### config.mk
export PLATFORM = sky130hd
export DESIGN_NAME = telemetry_arbiter_flat
export DESIGN_NICKNAME = d
export VERILOG_FILES = /design/src/rtl/telemetry_arbiter_if.sv /design/src/rtl/telemetry_arbiter.sv /design/src/flat_wrapper.sv
export SDC_FILE = /design/constraint.sdc
export NUM_CORES = 1
export LEC_CHECK = 0
export ABC_AREA = 0
export BUFFER_PORTS_ARGS = -buffer_cell sky130_fd_sc_hd__buf_2
export CAP_MARGIN = 10
export CORE_MARGIN = 8
export CORE_UTILIZATION = 47
export CTS_CLUSTER_SIZE = 24
export DETAILED_ROUTE_END_ITERATION = 10
export PLACE_DENSITY = 0.78
export SETUP_SLACK_MARGIN = 0.3
export SLEW_MARGIN = 15
export SYNTH_ARGS = -nofsm -noshare
export SYNTH_HDL_FRONTEND = slang
export SYNTH_SLANG_ARGS = --single-unit
export TNS_END_PERCENT = 5
### constraint.sdc
create_clock -name clk -period 5.4 [get_ports clk]
set_clock_uncertainty 0.05 [all_clocks]
set_input_delay 1.08 -clock clk [delete_from_list [all_inputs] [get_ports clk]]
set_output_delay 1.08 -clock clk [all_outputs]
set_load 0.02 [all_outputs]
### src/rtl/telemetry_arbiter_if.sv
// Bus between telemetry_arbiter, the two telemetry FIFOs and uart_tx.
// master is the arbiter side; slave is the FIFO/UART/system side.
interface telemetry_arbiter_if #(
    parameter int unsigned DWIDTH = 128
);
    logic              en;
    logic [DWIDTH-1:0] fifo_l_dout;
    logic              fifo_l_empty;
    logic              fifo_l_rd_en;
    logic [DWIDTH-1:0] fifo_r_dout;
    logic              fifo_r_empty;
    logic              fifo_r_rd_en;
    logic              uart_start_tx;
    logic [7:0]        uart_tx_din;
    logic              uart_tx_done;
    logic              busy;
    logic              active_ch;
    logic [15:0]       frames_sent;

    modport master (
        input  en, fifo_l_dout, fifo_l_empty, fifo_r_dout, fifo_r_empty, uart_tx_done,
        output fifo_l_rd_en, fifo_r_rd_en, uart_start_tx, uart_tx_din, busy, active_ch,
               frames_sent
    );

    modport slave (
        output en, fifo_l_dout, fifo_l_empty, fifo_r_dout, fifo_r_empty, uart_tx_done,
        input  fifo_l_rd_en, fifo_r_rd_en, uart_start_tx, uart_tx_din, busy, active_ch,
               frames_sent
    );
endinterface

### src/rtl/telemetry_arbiter.sv
// Round-robin arbiter that pops PID records from two FIFOs and streams each one
// to uart_tx as a framed packet: sync, channel, data MSB first, checksum.
module telemetry_arbiter #(
    parameter int unsigned DWIDTH    = 128,
    parameter logic [7:0]  SYNC_BYTE = 8'hA5
) (
    input logic                 clk,
    input logic                 reset,
    telemetry_arbiter_if.master bus
);
    localparam int unsigned     NB        = DWIDTH / 8;
    localparam int unsigned     IdxW      = $clog2(NB + 3);
    localparam logic [IdxW-1:0] LastIdx   = IdxW'(NB + 2);
    localparam logic [IdxW-1:0] FirstData = IdxW'(2);

    typedef enum logic [2:0] {StIdle, StRead, StLatch, StSend, StWait} state_e;

    state_e            state;
    logic [DWIDTH-1:0] shreg;
    logic [IdxW-1:0]   byte_idx;
    logic [7:0]        csum;
    logic              last_grant;
    logic              grant;
    logic              rd_l_q, rd_r_q, start_q, busy_q, active_q;
    logic [7:0]        din_q;
    logic [15:0]       frames_q;
    logic [7:0]        cur_byte;
    logic              is_data;

    // Single non-empty FIFO wins outright; a tie goes opposite the last grant.
    always_comb begin
        grant = ~last_grant;
        if (bus.fifo_l_empty) begin
            grant = 1'b1;
        end else if (bus.fifo_r_empty) begin
            grant = 1'b0;
        end
    end

    always_comb begin
        is_data  = (byte_idx >= FirstData) && (byte_idx != LastIdx);
        cur_byte = shreg[DWIDTH-1 -: 8];
        if (byte_idx == '0) begin
            cur_byte = SYNC_BYTE;
        end else if (byte_idx == IdxW'(1)) begin
            cur_byte = {7'b0, active_q};
        end else if (byte_idx == LastIdx) begin
            cur_byte = csum;
        end
    end

    always_ff @(posedge clk or posedge reset) begin
        if (reset) begin
            state      <= StIdle;
            shreg      <= '0;
            byte_idx   <= '0;
            csum       <= '0;
            last_grant <= 1'b1;
            rd_l_q     <= 1'b0;
            rd_r_q     <= 1'b0;
            start_q    <= 1'b0;
            busy_q     <= 1'b0;
            active_q   <= 1'b0;
            din_q      <= '0;
            frames_q   <= '0;
        end else begin
            rd_l_q  <= 1'b0;
            rd_r_q  <= 1'b0;
            start_q <= 1'b0;
            unique case (state)
                StIdle: begin
                    if (bus.en && (!bus.fifo_l_empty || !bus.fifo_r_empty)) begin
                        active_q <= grant;
                        rd_l_q   <= ~grant;
                        rd_r_q   <= grant;
                        busy_q   <= 1'b1;
                        state    <= StRead;
                    end
                end
                StRead: state <= StLatch;
                StLatch: begin
                    shreg    <= active_q ? bus.fifo_r_dout : bus.fifo_l_dout;
                    byte_idx <= '0;
                    csum     <= {7'b0, active_q};
                    state    <= StSend;
                end
                StSend: begin
                    din_q   <= cur_byte;
                    start_q <= 1'b1;
                    if (is_data) begin
                        csum  <= csum + cur_byte;
                        shreg <= {shreg[DWIDTH-9:0], 8'h00};
                    end
                    state <= StWait;
                end
                StWait: begin
                    if (bus.uart_tx_done) begin
                        byte_idx <= byte_idx + 1'b1;
                        if (byte_idx == LastIdx) begin
                            frames_q   <= frames_q + 16'd1;
                            last_grant <= active_q;
                            busy_q     <= 1'b0;
                            state      <= StIdle;
                        end else begin
                            state <= StSend;
                        end
                    end
                end
                default: state <= StIdle;
            endcase
        end
    end

    assign bus.fifo_l_rd_en  = rd_l_q;
    assign bus.fifo_r_rd_en  = rd_r_q;
    assign bus.uart_start_tx = start_q;
    assign bus.uart_tx_din   = din_q;
    assign bus.busy          = busy_q;
    assign bus.active_ch     = active_q;
    assign bus.frames_sent   = frames_q;
endmodule

### src/flat_wrapper.sv
// flat-port wrapper written by rule: the top's interface ports become plain ports
module telemetry_arbiter_flat 
#(
    parameter int unsigned DWIDTH    = 128,
    parameter logic [7:0]  SYNC_BYTE = 8'hA5
)
  (clk, reset, bus_en, bus_fifo_l_dout, bus_fifo_l_empty, bus_fifo_r_dout, bus_fifo_r_empty, bus_uart_tx_done, bus_fifo_l_rd_en, bus_fifo_r_rd_en, bus_uart_start_tx, bus_uart_tx_din, bus_busy, bus_active_ch, bus_frames_sent);
  telemetry_arbiter_if #(.DWIDTH(DWIDTH)) bus_i ();
  input logic clk;
  input logic reset;
  input wire logic [$bits(bus_i.en)-1:0] bus_en;
  input wire logic [$bits(bus_i.fifo_l_dout)-1:0] bus_fifo_l_dout;
  input wire logic [$bits(bus_i.fifo_l_empty)-1:0] bus_fifo_l_empty;
  input wire logic [$bits(bus_i.fifo_r_dout)-1:0] bus_fifo_r_dout;
  input wire logic [$bits(bus_i.fifo_r_empty)-1:0] bus_fifo_r_empty;
  input wire logic [$bits(bus_i.uart_tx_done)-1:0] bus_uart_tx_done;
  output wire logic [$bits(bus_i.fifo_l_rd_en)-1:0] bus_fifo_l_rd_en;
  output wire logic [$bits(bus_i.fifo_r_rd_en)-1:0] bus_fifo_r_rd_en;
  output wire logic [$bits(bus_i.uart_start_tx)-1:0] bus_uart_start_tx;
  output wire logic [$bits(bus_i.uart_tx_din)-1:0] bus_uart_tx_din;
  output wire logic [$bits(bus_i.busy)-1:0] bus_busy;
  output wire logic [$bits(bus_i.active_ch)-1:0] bus_active_ch;
  output wire logic [$bits(bus_i.frames_sent)-1:0] bus_frames_sent;
  assign bus_i.en = bus_en;
  assign bus_i.fifo_l_dout = bus_fifo_l_dout;
  assign bus_i.fifo_l_empty = bus_fifo_l_empty;
  assign bus_i.fifo_r_dout = bus_fifo_r_dout;
  assign bus_i.fifo_r_empty = bus_fifo_r_empty;
  assign bus_i.uart_tx_done = bus_uart_tx_done;
  assign bus_fifo_l_rd_en = bus_i.fifo_l_rd_en;
  assign bus_fifo_r_rd_en = bus_i.fifo_r_rd_en;
  assign bus_uart_start_tx = bus_i.uart_start_tx;
  assign bus_uart_tx_din = bus_i.uart_tx_din;
  assign bus_busy = bus_i.busy;
  assign bus_active_ch = bus_i.active_ch;
  assign bus_frames_sent = bus_i.frames_sent;
  telemetry_arbiter #(.DWIDTH(DWIDTH), .SYNC_BYTE(SYNC_BYTE)) u_core (.clk(clk), .reset(reset), .bus(bus_i));
endmodule
==> flow_summary.yaml <==
sta:
  fin_ws_ns: 2.04
  timing.final.crit_share_pct: 62.3
  timing.fmax_ghz: 0.297
  fin_crit_ns: 3.36
  tns_ns: 0
  worstMarginPinSlew_ns: 0.927
  final-hold-violation-count: 0
  drv_slew: 0
  max_slew_margin_pct: 38.2
  finalSetupViolations: 0
  rsz0062_at_grt: "false"
floorplan:
  core.rowCount: 52
  initial_utilization_pct: 47.5
  die-area_um2: 25200
  core_area_um2: 20100
  die_width_um: 159
  io_pins: 291
  die_y_um: 159
setup_path:
  start_kind: "flip-flop"
  required_ns: 5.65
  crit_type: "reg -> reg"
  arrival_ns: 3.61
  endpoint_kind: "flip-flop"
  cp_max_fo: 7
drt:
  routedWlPerCell_um: 15.6
  dr.pass1.iters: 5
  route.detailed.drc: 0
  vias: 8264
  vias_per_cell: 5.14
  wirelength_um: 25100
  drtIter0Drc: 463
  final_antenna_net_count: 0
pwr:
  p_sw_w: 0.00271
  p_seq_share_pct: 36.4
  finalPower_w: 0.00627
  p_clk_share_pct: 19.4
  combPwrFrac_pct: 44.2
  power_leakage_nw: 6.25
  p_sw_share_pct: 43.2
  irDropWorstVdd_mv: 0.396
  powerDensity_nw_per_um2: 541
  internal_power_w: 0.00356
layout:
  layout-drive-gt1-share_pct: 25.4
  nets: 1601
  area_growth_pct: 21.3
  layout_commonest_cell: "buf_2"
  layout_common_cells: "290 x buf_2, 194 x nand2_1, 172 x dfrtp_1, 133 x nor2_1, 132 x a21oi_1"
  antennaDiodeCount: 0
  fillers: 1786
yosys:
  netlist_area_um2: 9560
  synth.mux.area_fraction_pct: 13.7
  synthXorXnorAreaFrac_pct: 2.20
  yosysWarnings: 0
  synth_seq_cells: 174
  syn_avg_cell_area_um2: 8.78
  synth_compound_gate_area_share_pct: 16.3
  syn-num-nets: 1363
  yosys.cell_types.count: 50
  synthSimpleGateAreaFrac_pct: 15.4
  synth_top_family_by_area: "compound AO/OA/AOI/OAI gates"
  synthCells: 1088
  synth_fa_ha_area_share_pct: 1.78
  yosysSeqAreaShare_pct: 45.6
global_routing:
  grt_first_pass_wirelength_um: 40000
  grtUsageTotal_pct: 20.1
  grt_pass1_vias: 8261
  grt_max_degree: 219
  antenna_found_initial: 0
  grt_overflow_total: 0
cts:
  cts-root-buf: "clkbuf_16"
  cts_resized: 0
  clockBufferDepth: 2
  holdBufCountCts: 0
  htree_levels: 4
  clkTransAtPathRegs_ns: 0.07
  cts.sinks: 174
  tritoncts: "yes"
  clk_latency_ns: 0.43
  cts_buffers: 17
  cts_setup_buffers: 0
run:
  maxCapViolations: 0
placed_design:
  hpwl_um: 18900
  place_congestion: 0.868
  dp_worst_setup_slack_ns: 2.12
  io_buffers: 290
run_status:
  status: "finished clean"
min_path:
  hold_class: "reg -> reg"
## worst paths after layout
check	from	end	slack, ns	cells after the start
setup / recovery	u_core.byte_idx[1]	u_core.csum[6]	2.04	12
hold / removal	u_core.last_grant	u_core.last_grant	0.41	2
setup reg to reg	u_core.byte_idx[1]	u_core.csum[6]	2.04	12
hold reg to reg	u_core.last_grant	u_core.last_grant	0.41	2
max in group asynchronous	reset	u_core.bus.active_ch	3.73	3
min in group asynchronous	reset	u_core.shreg[88]	0.51	2
## power by group through the flow
stage | Combinational, W | Clock (W) | Sequential (W)
after floorplan | 0.00244 | 0 | 0.00213
after global placement | 0.00272 | 0 | 0.00228
after detailed placement | 0.00280 | 0 | 0.00230
after CTS | 0.00281 | 0.00124 | 0.00228
after global routing | 0.00319 | 0.00131 | 0.00235
final | 0.00277 | 0.00122 | 0.00228
## flip-flops by register name, indices dropped and copies added, names as in the netlist, 3 cells and up
register / count
u_core.bus.frames_sent: 16
u_core.byte_idx: 5
u_core.state: 3
u_core.shreg: 128
u_core.csum: 8
u_core.bus.uart_tx_din: 8
## final cells by class
class | count | area, um2 | share of cell area, %
multi-input cells | 827 | 4730 | 40.8
flip-flops and latches | 174 | 4360 | 37.6
repair buffers | 299 | 1530 | 13.2
clock buffers | 17 | 425 | 3.67
well taps | 270 | 338 | 2.92
clock inverters | 15 | 170 | 1.47
inverters | 7 | 37.5 | 0.324
## worst max-delay path: stages, from the launching register on
cell and delay [ns]:
dfrtp_1 0.45, inv_1 0.13, ha_1 0.15, or4b_2 0.67, o21ai_0 0.26, nand2_1 0.10, ha_1 0.23, fa_1 0.43
a211oi_1 0.24, o21bai_1 0.10, a21oi_1 0.17, xor2_1 0.16, o21ai_0 0.08
## per-layer routing
| layer | vias to the layer above | GRT usage, % | wire (um) |
|---|---|---|---|
| li1 | 4208 | - | - |
| met1 | 3802 | 24.7 | 10600 |
| met2 | 235 | 35.0 | 12900 |
| met3 | 19 | 4.59 | 1420 |
| met4 | 0 | 4.80 | 253 |
| met5 | - | 0 | 0 |
## synth_stat cells (all sizes together)
cell | number | share of area [%]
nor4 | 1 | 0.066
dfstp | 1 | 0.27
and3 | 3 | 0.20
a32oi | 1 | 0.092
a211oi | 2 | 0.16
o21bai | 3 | 0.24
and4 | 2 | 0.18
o211ai | 1 | 0.079
nand2 | 194 | 7.6
a211o | 1 | 0.092
or4bb | 1 | 0.12
and2b | 1 | 0.079
ha | 12 | 1.6
nor2 | 133 | 5.2
fa | 1 | 0.21
or3 | 1 | 0.066
inv | 7 | 0.27
nand4 | 5 | 0.33
or4b | 2 | 0.21
o22ai | 1 | 0.066
buf | 26 | 2.5
o31ai | 9 | 0.71
nand2b | 1 | 0.066
a21boi | 1 | 0.079
and2 | 2 | 0.13
nor3 | 4 | 0.21
a31oi | 2 | 0.13
and4bb | 2 | 0.26
mux2i | 131 | 14
a21o | 3 | 0.24
dfrtp | 173 | 45
xnor2 | 15 | 1.4
clkbuf | 54 | 2.2
o31a | 1 | 0.092
nor4b | 2 | 0.18
xor2 | 9 | 0.82
o21ai | 137 | 7.2
nand3 | 7 | 0.37
nor2b | 1 | 0.066
a21oi | 133 | 7.0
a31o | 1 | 0.092
o21a | 1 | 0.079
## cells by family after synthesis
| logic type | Yosys count |
|---|---|
| simple gates | 362 |
| compound gates | 297 |
| flops | 174 |
| mux | 131 |
| buf+inv | 87 |
| xor+xnor | 24 |
| fa+ha+maj | 13 |
## stage by stage
step / area, um2 / hold slack (ns) / cells / utilization [%]
5_1_grt: 11600 / 0.438 / 1609 / 57.6
3_5_place_dp: 11000 / 0.404 / 1577 / 54.7
3_3_place_gp: 11000 / 0.396 / 1577 / 54.7
4_1_cts: 11600 / 0.415 / 1609 / 57.6
6_report: 11600 / 0.413 / 1609 / 57.6
2_1_floorplan: 9560 / 0.389 / 1088 / -
No activity file was read; power rests on OpenSTA's default activity.
